[config.mk]
export PLATFORM = sky130hd
export DESIGN_NAME = ysyx_25040129_skid_buffer
export DESIGN_NICKNAME = d
export VERILOG_FILES = /design/src/rtl/ysyx_25040129_skid_buffer.sv
export SDC_FILE = /design/constraint.sdc
export NUM_CORES = 1
export LEC_CHECK = 0
export ABC_AREA = 1
export BUFFER_PORTS_ARGS = -buffer_cell sky130_fd_sc_hd__buf_2
export CAP_MARGIN = 10
export CORE_MARGIN = 2
export CORE_UTILIZATION = 40
export CTS_BUF_LIST = sky130_fd_sc_hd__clkbuf_4 sky130_fd_sc_hd__clkbuf_8
export DETAILED_ROUTE_END_ITERATION = 7
export SLEW_MARGIN = 0
export SYNTH_ARGS = -nofsm -noshare
export SYNTH_HDL_FRONTEND = slang
export SYNTH_SLANG_ARGS = --single-unit
[constraint.sdc]
create_clock -name clk -period 8.1 [get_ports clk]
set_clock_uncertainty 0.2 [all_clocks]
set_input_delay 1.215 -clock clk [delete_from_list [all_inputs] [get_ports clk]]
set_output_delay 1.215 -clock clk [all_outputs]
set_load 0.02 [all_outputs]
[src/rtl/ysyx_25040129_skid_buffer.sv]
// Two-entry valid/ready skid buffer: registers both in_ready and out_valid so the
// backward ready path between pipeline stages is cut, while keeping full throughput.
module ysyx_25040129_skid_buffer #(
    parameter int DATA_WIDTH = 128
) (
    input  logic                  clk,
    input  logic                  rst,
    input  logic                  pipeline_flush,
    input  logic                  in_valid,
    output logic                  in_ready,
    input  logic [DATA_WIDTH-1:0] in_data,
    output logic                  out_valid,
    input  logic                  out_ready,
    output logic [DATA_WIDTH-1:0] out_data,
    output logic [1:0]            occupancy
);

    typedef enum logic [1:0] {
        EMPTY = 2'd0,
        BUSY  = 2'd1,
        FULL  = 2'd2
    } state_e;

    state_e                state_q, state_d;
    logic [DATA_WIDTH-1:0] main_q, main_d;
    logic [DATA_WIDTH-1:0] skid_q, skid_d;
    logic                  in_fire;
    logic                  out_fire;

    // Handshake outputs decode only the state register, never the live inputs.
    always_comb begin
        in_ready  = 1'b0;
        out_valid = 1'b0;
        occupancy = 2'd0;
        case (state_q)
            EMPTY: begin
                in_ready  = 1'b1;
                occupancy = 2'd0;
            end
            BUSY: begin
                in_ready  = 1'b1;
                out_valid = 1'b1;
                occupancy = 2'd1;
            end
            FULL: begin
                out_valid = 1'b1;
                occupancy = 2'd2;
            end
            default: begin
                in_ready  = 1'b0;
                out_valid = 1'b0;
                occupancy = 2'd0;
            end
        endcase
    end

    assign in_fire  = in_valid & in_ready;
    assign out_fire = out_valid & out_ready;
    assign out_data = main_q;

    always_comb begin
        state_d = state_q;
        main_d  = main_q;
        skid_d  = skid_q;
        if (pipeline_flush) begin
            state_d = EMPTY;
            main_d  = '0;
            skid_d  = '0;
        end else begin
            case (state_q)
                EMPTY: begin
                    if (in_fire) begin
                        state_d = BUSY;
                        main_d  = in_data;
                    end
                end
                BUSY: begin
                    if (in_fire && out_fire) begin
                        main_d = in_data;
                    end else if (in_fire) begin
                        // Downstream stalled: the extra beat lands in skid.
                        state_d = FULL;
                        skid_d  = in_data;
                    end else if (out_fire) begin
                        state_d = EMPTY;
                    end
                end
                FULL: begin
                    if (out_ready) begin
                        state_d = BUSY;
                        main_d  = skid_q;
                    end
                end
                default: begin
                    state_d = EMPTY;
                end
            endcase
        end
    end

    always_ff @(posedge clk or posedge rst) begin
        if (rst) begin
            state_q <= EMPTY;
            main_q  <= '0;
            skid_q  <= '0;
        end else begin
            state_q <= state_d;
            main_q  <= main_d;
            skid_q  <= skid_d;
        end
    end

endmodule

After elaboration in Yosys (flattened, before gate mapping)
Index checks and enable logic that the tools add are counted.
- eq/ne operators: 8
- muxes and demuxes: 18
- bitwise operators: 2
- reductions and logical operators: 10
- operator list (operator ; number):
    128-bit 2-to-1 mux ; 7
    128-bit one-hot mux with 3 select lines ; 1
    2-bit 2-to-1 mux ; 6
    3-bit inequality test, second input constant ; 4
    4-bit AND reduction ; 2
    2-bit one-hot mux with 3 select lines ; 1
    4-bit inequality test, second input constant ; 1
    2-bit one-hot mux with 2 select lines ; 1
    2-bit nonzero test ; 2
    4-bit nonzero test ; 1
    2-bit OR reduction ; 2
    3-bit AND reduction ; 1
    1-bit bitwise AND ; 2
    2-bit by 1-bit equality test with 1-bit output, second input constant ; 1
    2-bit equality test, second input constant ; 1
    2-bit zero test ; 1
    1-bit 2-to-1 mux ; 2
    2-bit inequality test, second input constant ; 1
    1-bit logical AND ; 1
- flip-flop bits (word level): 258
- output and inout bits: 132
- word-level logic and storage cells: 41

Longest topological paths before layout
Gate-level depths: netlist (run 1).
- depth after elaboration: 9
- mapped depth: 11

Worst setup path after synthesis (run 1)
Ideal clock, no wire load.
- path type: input to register
- from: input port out_ready
- to: register skid_q[10]
- setup time: 130 ps
- data arrival time: 2005 ps
- required time: 7770 ps
- path slack: 5764 ps
- cell stages on the path: 6
- buffers on the path: 2
- path through: nand2_2 > nand3_2 > nand2_1 > buf_4 > clkbuf_1 > o21ai_0
- cells in the longest elaborated chain, start to end: 4
- ends and longest elaborated chain (element ; RTL line ; RTL):
    from (decl) ; 13 ; input logic out_ready,
    1-bit bitwise AND ; 58 ; assign out_fire = out_valid & out_ready;
    1-bit logical AND ; 78 ; if (in_fire && out_fire) begin
    2-bit inequality test (no source line) ; -- ;
    3-bit AND reduction (no source line) ; -- ;
    to (signal assigned) ; 109 ; skid_q <= skid_d;
    to (decl) ; 26 ; logic [DATA_WIDTH-1:0] skid_q, skid_d;
No other way between the ends.
A chain may end at the register's enable or synchronous reset.

Worst setup path in the final report (run 1)
- from: register state_q[0]
- to: register skid_q[68]
- cells in the longest elaborated chain, start to end: 7
- elaborated cells on any way between the ends: 14
- ends and longest elaborated chain (element ; RTL line ; RTL):
    from (decl) ; 24 ; state_e state_q, state_d;
    from (signal assigned) ; 107 ; state_q <= state_d;
    2-bit by 1-bit equality test with 1-bit output, or another cell as far along ; 35, 70 ;
    2-bit OR reduction (no source line) ; -- ;
    1-bit 2-to-1 mux ; 35 ; case (state_q)
    1-bit bitwise AND (on tied branches) ; 57, 58 ;
    1-bit logical AND ; 78 ;
    2-bit inequality test (no source line) ; -- ;
    3-bit AND reduction (no source line) (*) ; -- ;
Every way passes the cells marked *; elsewhere a longest branch is shown, timed or not.

==> metrics.txt, run 1 <==
status completed; Cell Pwr Density 347 nW/um^2; Finish-stage setup viols 0; Post-CTS Hold Buffers 0; Worst Reg-to-Reg Cells 7; CTS HTree Levels 2; largest net degree at the start of global routing around 160; Gate power share a little over a third; starting DRC count in detailed routing roughly 860; switching share of power 41.5%; r2r setup slk ~3.2 ns; sequential share of power around 37%; die height 178 um; CP max stage delay ~1.1 ns; max frequency 0.206 GHz; CTS Root Cell clkbuf_8; required time worst endpoint 8.28 ns; most frequent cells in the layout 301 x nand2_1, 292 x nand3_1, 264 x buf_2, 258 x dfrtp_1, 212 x o21ai_0; Final Wtd Congestion ~0.8; Post-Synth XOR/XNOR Area 0%; min-delay src out_data[42]; fin nets about 1,800; Placement Cell Area 13,400 um^2; max-capacitance violation count 0; worst vdd ir between 0.2 and 0.25 mV; cts bufs inserted between 40 and 50; drt first pass iters 5; WHS 0.262 ns; Synth Net Count between 1,500 and 2,000; Hold EP out_data[42]; Final Max Tran Viols 0; Setup WS post-layout 3.24 ns; clock buffer depth 3; initial antenna violation count 8; Net Switching about 2.1 mW; sequential area share after synthesis 53.3%; Final min period between 4 and 5 ns; clk sinks approximately 260; CTS resizes 0; compound-gate portion of the synthesized area 13.3%; vias in the first global route about 10,000; via density per instance roughly 5.2; Syn Inst Count 1,484; Vias approximately 11,000; Area Growth Syn to Fin 19.0%; Post-Syn Area between 10,000 and 15,000 um^2; # fillers ~3,000; most common cell after layout, fill and taps aside nand2_1; CP arrival approximately 5.1 ns; Antenna Nets Post-Route 0; mean area per synthesized cell slightly above 8 um^2; family with the most delay on the worst path simple AND/OR/NAND/NOR gates; Layout Utilization 48.5%; fin area 14,400 um^2; Initial Utilization about two fifths; GRT Resource Usage Total a little over a fifth; wire per inst approximately 17 um; FF-to-FF End skid_q[68]; Post-Synth Adder-Cell Area less than 1%; crit end category flip-flop; Post-Route WL 35.0 mm; Clk pwr share a little over a quarter; share of cells above drive strength 1 ~22%; postcts setup bufs 0; DP Wirelength between 20 and 25 mm; Rows 63; critical path's most frequent cell nand2_4; Residual DRC 0; Slew @ Worst Pin ~1.0 ns; Die Wd around 180 um; Clock Pin Slew Worst Setup and Hold Paths 0.06 ns; synthesized-area fraction occupied by and/or/nand/nor cells a little under a quarter; cells along the critical path inv_1 -> ha_1 -> nand2_4 -> buf_4 -> nand3_2 -> nand2_4 -> o21ai_0; GRT overflow 0; number of port buffers 264; RSZ-0062 raised after global routing false; Critical R2R Launch state_q[0]; Int Power approximately 2.9 mW; Clock Latency Late Sink around 0.55 ns; die area about 32,000 um^2; largest family of logic cells by synthesized area simple AND/OR/NAND/NOR gates; CP Max Fanout 95; Netlist cell types 19; I/O pin count roughly 270; crit path kind flip-flop to flip-flop; Tcrit/Tclk final ~60%; CP Launch Type flip-flop; first-pass GRT wire length 55.3 mm; Hold Path Class flip-flop to flip-flop; core area between 20,000 and 30,000 um^2; pre-CTS WS 2.88 ns; yosys warns 0; Worst Hold Depth 2; Static Leak 7.54 nW; CTS tree done; Slowest cell on crit path nand2_4; Hold Vio Cnt, Final 0; multiplexer area fraction after synthesis 0%; Yosys reg bits around 260; Slew HR 32.6%; Fin Setup TNS 0 ns; Bufs and invs on worst path 2
layout make-up:
type / instances / area (um^2) / area share [%]
tap: 390 / 488 / 3.38
sequential: 258 / 6460 / 44.8
clock inverter: 4 / 20.0 / 0.139
antenna: 9 / 22.5 / 0.156
inverter: 104 / 397 / 2.75
timing repair buffer: 276 / 1420 / 9.87
clock buffer: 78 / 1000 / 6.97
multi-input combinational: 993 / 4610 / 32.0
tightest hold or removal path, stage by stage, from the launching register on:
cell	delay (ns)
dfrtp_1	0.34
nand2_1	0.05
nand2_1	0.04
power groups by stage:
stage | sequential (mW) | combinational (mW) | clock (mW)
floorplan | 2.19 | 0.979 | 0
global placement | 1.87 | 1.83 | 0
detailed placement | 1.88 | 1.84 | 0
CTS | 1.87 | 1.84 | 1.35
global route | 1.91 | 2.03 | 1.41
finish | 1.86 | 1.82 | 1.32
layer usage:
metal	share of wire (%)	GRT usage, %	vias to the layer above
met1	44	30.3	5226
met5	0	0	-
li1	-	-	5291
met3	7.0	4.33	66
met4	3.1	8.85	0
met2	46	33.8	376
worst max-delay path by stage:
stage               start          end  slack [ns]  depth (start not counted)
4_1_cts        state_q[0]   skid_q[68]        3.32                          7
6_report       state_q[0]   skid_q[68]        3.24                          7
5_1_grt        state_q[0]   skid_q[31]        2.92                          7
2_1_floorplan         rst  out_data[0]        3.29                          1
3_5_place_dp    out_ready   skid_q[68]        2.88                          6
3_3_place_gp    out_ready   skid_q[68]        2.92                          6
through the flow:
step                total power, mW  cells
floorplan                      3.17   1484
global placement               3.70   2021
detailed placement             3.72   2021
CTS                            5.06   2103
global route                   5.35   2109
finish                         5.00   2112
cell families (layout without fill, tap and decap cells):
kind of cell               after synthesis  count (layout)
AOI/OAI and AO/OA                      320             320
adders and majority gates                5               5
buffers and inverters                  233             462
DFF                                    258             258
other                                    0               9
and+or+nand+nor                        668             668
registers in the layout, summed over array words and instances (netlist names):
register / cells
out_data: 128
skid_q: 128
state_q: 2
synth_stat cells:
| cell | number | share of area, % |
|---|---|---|
| nor3_2 | 1 | 0.083 |
| nand2_2 | 1 | 0.052 |
| dfrtp_1 | 258 | 53 |
| nand2_1 | 304 | 9.4 |
| buf_6 | 13 | 1.2 |
| o21ai_2 | 2 | 0.14 |
| nand3_2 | 1 | 0.083 |
| buf_4 | 22 | 1.4 |
| ha_1 | 5 | 0.52 |
| nand3_1 | 292 | 12 |
| nor2_1 | 69 | 2.1 |
| buf_2 | 38 | 1.6 |
| buf_1 | 3 | 0.093 |
| inv_2 | 4 | 0.12 |
| a21oi_1 | 95 | 3.9 |
| inv_1 | 100 | 3.1 |
| o21ai_1 | 11 | 0.45 |
| o21ai_0 | 212 | 8.8 |
| clkbuf_1 | 53 | 1.6 |
Power figures use the tool's default switching activity.
==> inputs of run 2 (changes only) <==
clock period = 4.2 ns   (was 8.1 ns; I/O delays follow)
==> metrics.txt, run 2 (synthesis gave the netlist of run 1 again) <==
status completed (unchanged); Clock Pin Slew Worst Setup and Hold Paths 0.06 ns (about the same); Post-Route WL 35.9 mm (was 35.0 mm); postcts setup bufs 0 (unchanged); vias in the first global route 10,800 (was 10,400); share of cells above drive strength 1 22.4% (was 21.7%); Placement Cell Area 13,500 um^2 (was 13,400 um^2); CP Launch Type flip-flop (unchanged); most common cell after layout, fill and taps aside nand2_1 (unchanged); fin nets 1,830 (was 1,817); GRT overflow 0 (unchanged); critical path's most frequent cell buf_4 (was nand2_4); Antenna Nets Post-Route 0 (unchanged); first-pass GRT wire length 58.0 mm (was 55.3 mm); cts bufs inserted 46 (unchanged); Critical Path Stages 9 (was 7); Critical Path Sink out_data[38] (was skid_q[68]); Die Wd 178 um (unchanged); CTS Root Cell clkbuf_8 (unchanged); most frequent cells in the layout 301 x nand2_1, 292 x nand3_1, 264 x buf_2, 258 x dfrtp_1, 212 x o21ai_0 (unchanged); Fin Setup TNS 0 ns (unchanged); Slew HR 25.4% (was 32.6%); FF-to-FF End out_data[38] (was skid_q[68]); DP Wirelength 21.1 mm (was 20.4 mm); wire per inst 16.9 um (was 16.6 um); Worst Reg-to-Reg Cells 9 (was 7); max-capacitance violation count 0 (unchanged); worst vdd ir 0.381 mV (was 0.211 mV); required time worst endpoint 4.48 ns (was 8.28 ns); Slew @ Worst Pin 1.12 ns (was 1.01 ns); cells along the critical path inv_1 -> ha_4 -> inv_2 -> buf_4 -> o21ai_2 -> o21ai_4 -> buf_4 -> nand3_1 -> nand2_1 (was inv_1 -> ha_1 -> nand2_4 -> buf_4 -> nand3_2 -> nand2_4 -> o21ai_0); Finish-stage setup viols 0 (unchanged); die height 178 um (unchanged); Hold Path Class input port to asynchronous set/reset pin (was flip-flop to flip-flop); CP max stage delay 0.57 ns (was 1.07 ns); number of port buffers 264 (unchanged); clk sinks 258 (unchanged); Residual DRC 0 (unchanged); Final min period 2.99 ns (was 4.86 ns); family with the most delay on the worst path buffers and inverters (was simple AND/OR/NAND/NOR gates); via density per instance 5.27 (was 5.19); initial antenna violation count 6 (was 8); Slowest cell on crit path o21ai_4 (was nand2_4); largest net degree at the start of global routing 120 (was 158); starting DRC count in detailed routing 912 (was 855); crit path kind flip-flop to flip-flop (unchanged); fin area 14,600 um^2 (was 14,400 um^2); Static Leak 7.63 nW (was 7.54 nW); non-filler cells, final 2,123 (was 2,112); r2r setup slk 1.21 ns (was 3.24 ns); CTS HTree Levels 2 (unchanged); CP Max Fanout 40 (was 95); Cell Pwr Density 672 nW/um^2 (was 347 nW/um^2); clock buffer depth 3 (unchanged); Initial Utilization 40.8% (unchanged); CTS tree done (unchanged); Final Wtd Congestion 0.770 (was 0.797); Tcrit/Tclk final 71.2% (was 60.0%); crit end category flip-flop (unchanged); overall power 9.79 mW (was 5.00 mW); max frequency 0.334 GHz (was 0.206 GHz); Area Growth Syn to Fin 20.3% (was 19.0%); Clock Latency Late Sink 0.56 ns (was 0.55 ns); die area 31,700 um^2 (unchanged); Rows 63 (unchanged); Bufs and invs on worst path 4 (was 2); RSZ-0062 raised after global routing false (unchanged); Final Max Tran Viols 0 (unchanged); GRT Resource Usage Total 22.8% (was 21.9%); core area 29,700 um^2 (unchanged); I/O pin count 265 (unchanged); Hold Vio Cnt, Final 0 (unchanged); drt first pass iters 5 (unchanged); Post-CTS Hold Buffers 0 (unchanged); placed insts 2,034 (was 2,021); Critical R2R Launch state_q[0] (unchanged); CP arrival 3.27 ns (was 5.05 ns); CTS resizes 0 (unchanged); launch point of the worst path state_q[0] (unchanged); Vias 11,200 (was 11,000)
==> run 2: changes by cell type in the layout (fill, tap and decap cells not counted), sizes merged <==
cell,previous run,this run
buf,276,289
diode,9,6
bufinv,0,1
==> run 2: routing by layer <==
| metal | wire length, um | GRT usage [%] | vias up |
|---|---|---|---|
| li1 | - | - | 5322 |
| met5 | 0 | 0 | - |
| met4 | 709 | 7.07 | 0 |
| met1 | 16000 | 31.4 | 5446 |
| met2 | 16700 | 36.3 | 366 |
| met3 | 2480 | 4.60 | 51 |
==> run 2: metrics by stage <==
stage	utilization [%]	setup slack, ns	hold WS, ns
after CTS	49.0	1.20	0.0781
after global placement	45.5	1.27	0.250
after floorplan	-	-0.0296	0.276
final	49.1	1.21	0.0851
after global routing	49.0	1.00	0.0950
after detailed placement	45.5	1.23	0.253
==> run 2: worst register-to-register path, cell delays in order (launching register included) <==
cell     delay (ns)
dfrtp_1        0.41
inv_1          0.12
ha_4           0.30
inv_2          0.09
buf_4          0.36
o21ai_2        0.16
o21ai_4        0.57
buf_4          0.47
nand3_1        0.15
nand2_1        0.10
==> run 2: how the worst min path moves through the flow <==
| stage | startpoint | endpoint | slack, ns | cells after the start |
|---|---|---|---|---|
| detailed placement | out_data[43] | out_data[43] | 0.25 | 2 |
| floorplan | skid_q[100] | skid_q[100] | 0.28 | 2 |
| CTS | rst | skid_q[14] | 0.08 | 2 |
| global placement | out_data[20] | out_data[20] | 0.25 | 2 |
| finish | rst | out_data[15] | 0.09 | 2 |
| global route | in_data[95] | skid_q[95] | 0.09 | 3 |
==> run 2: final cells by class <==
| class | count | area [um^2] |
|---|---|---|
| Clock inverter | 5 | 50.0 |
| Multi-Input combinational cell | 993 | 4610 |
| Clock buffer | 78 | 986 |
| Timing Repair Buffer | 289 | 1570 |
| Sequential cell | 258 | 6460 |
| Inverter | 104 | 397 |
| Fill cell | 2933 | 15100 |
| Antenna cell | 6 | 15.0 |
| Tap cell | 390 | 488 |
==> run 2: report_power, final <==
| group | internal (mW) | switching [mW] |
|---|---|---|
| clock | 1.53 | 1.05 |
| combinational | 0.998 | 2.62 |
| sequential | 3.20 | 0.386 |
| total | 5.73 | 4.06 |
==> inputs of run 3 (changes only) <==
clock period = 2.8 ns   (was 4.2 ns; I/O delays follow)
==> metrics.txt, run 3 (synthesis gave the netlist of run 1 again) <==
Hold Path Class input port to flip-flop (was input port to asynchronous set/reset pin); required time worst endpoint 3.08 ns (was 4.48 ns); vias in the first global route 11,300 (was 10,800); max-capacitance violation count 0 (unchanged); area of the multi-input gates 4610 um^2 (unchanged); r2r setup slk 0.27 ns (was 1.21 ns); CP arrival 2.80 ns (was 3.27 ns); Tcrit/Tclk final 90.3% (was 71.2%); Critical R2R Launch state_q[0] (unchanged); Net Switching 6.10 mW (was 4.06 mW); starting DRC count in detailed routing 923 (was 912); most common cell after layout, fill and taps aside nand2_1 (unchanged); die area 31,700 um^2 (unchanged); core area 29,700 um^2 (unchanged); CTS Root Cell clkbuf_8 (unchanged); first-pass GRT wire length 58.8 mm (was 58.0 mm); Residual DRC 0 (unchanged); CTS HTree Levels 2 (unchanged); share of cells above drive strength 1 20.6% (was 22.4%); Worst Reg-to-Reg Cells 9 (unchanged); Int Power 8.65 mW (was 5.73 mW); number of port buffers 264 (unchanged); Seq. cell area 6460 um^2 (unchanged); CP Launch Type flip-flop (unchanged); CTS tree done (unchanged); cells along the critical path inv_1 -> ha_1 -> nand2_4 -> inv_1 -> nand3_1 -> nand2_4 -> buf_12 -> nand3_1 -> nand2_1 (was inv_1 -> ha_4 -> inv_2 -> buf_4 -> o21ai_2 -> o21ai_4 -> buf_4 -> nand3_1 -> nand2_1); GRT overflow 0 (unchanged); WHS 0.0811 ns (was 0.0851 ns); Slew HR 31.7% (was 25.4%); Static Leak 8.16 nW (was 7.63 nW); Gate power share 38.1% (was 37.0%); status completed (unchanged); Fin Setup TNS 0 ns (unchanged); CP Max Fanout 128 (was 40); Finish-stage setup viols 0 (unchanged); RSZ-0062 raised after global routing false (unchanged); GRT Resource Usage Total 23.0% (was 22.8%); max frequency 0.395 GHz (was 0.334 GHz); largest net degree at the start of global routing 224 (was 120); Clk pwr share 25.2% (was 26.4%); Critical Path Stages 9 (unchanged); CP max stage delay 0.46 ns (was 0.57 ns); Slew @ Worst Pin 1.02 ns (was 1.12 ns); clk sinks 258 (unchanged); postcts setup bufs 0 (unchanged); Clock Pin Slew Worst Setup and Hold Paths 0.06 ns (about the same); cts bufs inserted 46 (unchanged); I/O pin count 265 (unchanged); Rows 63 (unchanged); placed insts 2,032 (was 2,034); Die Wd 178 um (unchanged); launch point of the worst path state_q[0] (unchanged); Final Max Tran Viols 0 (unchanged); family with the most delay on the worst path buffers and inverters (unchanged); Layout Utilization 53.4% (was 49.1%); CTS resizes 0 (unchanged); Initial Utilization 40.8% (unchanged); Slowest cell on crit path buf_12 (was o21ai_4); crit path kind flip-flop to flip-flop (unchanged); via density per instance 5.12 (was 5.27); Bufs and invs on worst path 3 (was 4); Post-Route WL 36.4 mm (was 35.9 mm); Area Growth Syn to Fin 31.0% (was 20.3%); DP Wirelength 20.0 mm (was 21.1 mm); non-filler cells, final 2,242 (was 2,123); FF-to-FF End out_data[121] (was out_data[38]); most frequent cells in the layout 301 x nand2_1, 292 x nand3_1, 264 x buf_2, 258 x dfrtp_1, 212 x o21ai_0 (unchanged); worst vdd ir 0.748 mV (was 0.381 mV); Final min period 2.53 ns (was 2.99 ns); Clock Latency Late Sink 0.54 ns (was 0.56 ns); wire per inst 16.2 um (was 16.9 um); Cell Pwr Density 929 nW/um^2 (was 672 nW/um^2); sequential share of power 36.6% (was 36.7%); drt first pass iters 8 (was 5); fin nets 1,957 (was 1,830); Antenna Nets Post-Route 0 (unchanged); Critical Path Sink out_data[121] (was out_data[38]); Hold Vio Cnt, Final 0 (unchanged); Post-CTS Hold Buffers 129 (was 0); Vias 11,500 (was 11,200); clock buffer depth 3 (unchanged); Final Wtd Congestion 0.775 (was 0.770); switching share of power 41.4% (about the same); die height 178 um (unchanged); initial antenna violation count 1 (was 6); # fillers 2,793 (was 2,933); crit end category flip-flop (unchanged)
## run 3: worst min-delay path by stage
| stage | startpoint | end | slack [ns] | cells after the start |
|---|---|---|---|---|
| floorplan | skid_q[100] | skid_q[100] | 0.28 | 2 |
| global route | pipeline_flush | state_q[0] | 0.09 | 4 |
| CTS | pipeline_flush | state_q[0] | 0.06 | 4 |
| finish | pipeline_flush | state_q[0] | 0.08 | 4 |
| detailed placement | out_data[118] | out_data[118] | 0.25 | 2 |
| global placement | out_data[20] | out_data[20] | 0.25 | 2 |
## run 3: through the flow
stage	setup slack, ns	cell area (um^2)	power, mW
floorplan	-1.22	12100	9.17
global placement	0.426	13600	10.9
CTS	0.301	15900	14.9
finish	0.272	15900	14.7
global route	0.134	15900	15.7
detailed placement	0.306	13600	11.0
## run 3: worst register-to-register path, stage by stage (launching register included)
cell     delay [ns]
dfrtp_1        0.42
inv_1          0.13
ha_1           0.38
nand2_4        0.09
inv_1          0.06
nand3_1        0.12
nand2_4        0.12
buf_12         0.46
nand3_1        0.39
nand2_1        0.11
## run 3: layout make-up
class | count | share of cell area [%]
Antenna cell | 1 | 0.0158
Clock buffer | 76 | 5.92
Clock inverter | 4 | 0.299
Inverter | 104 | 2.50
Multi-Input combinational cell | 993 | 29.1
Sequential cell | 258 | 40.7
Tap cell | 390 | 3.07
Timing Repair Buffer | 416 | 18.5
## run 3: power by group through the flow
stage,Clock [mW],Combinational [mW],Sequential (mW)
floorplan,0,2.83,6.34
global placement,0,5.45,5.46
global route,3.97,6.20,5.52
finish,3.72,5.62,5.40
CTS,3.80,5.67,5.41
detailed placement,0,5.53,5.45
## run 3: layer usage
layer  share of wire [%]  track usage [%]  wire, um  vias up
met5                   0                0         0        -
met4                 2.6             7.55       931        0
met3                 6.1             4.35      2230       70
met2                  48             37.2     17300      344
met1                  44             31.1     15900     5497
li1                    -                -         -     5566
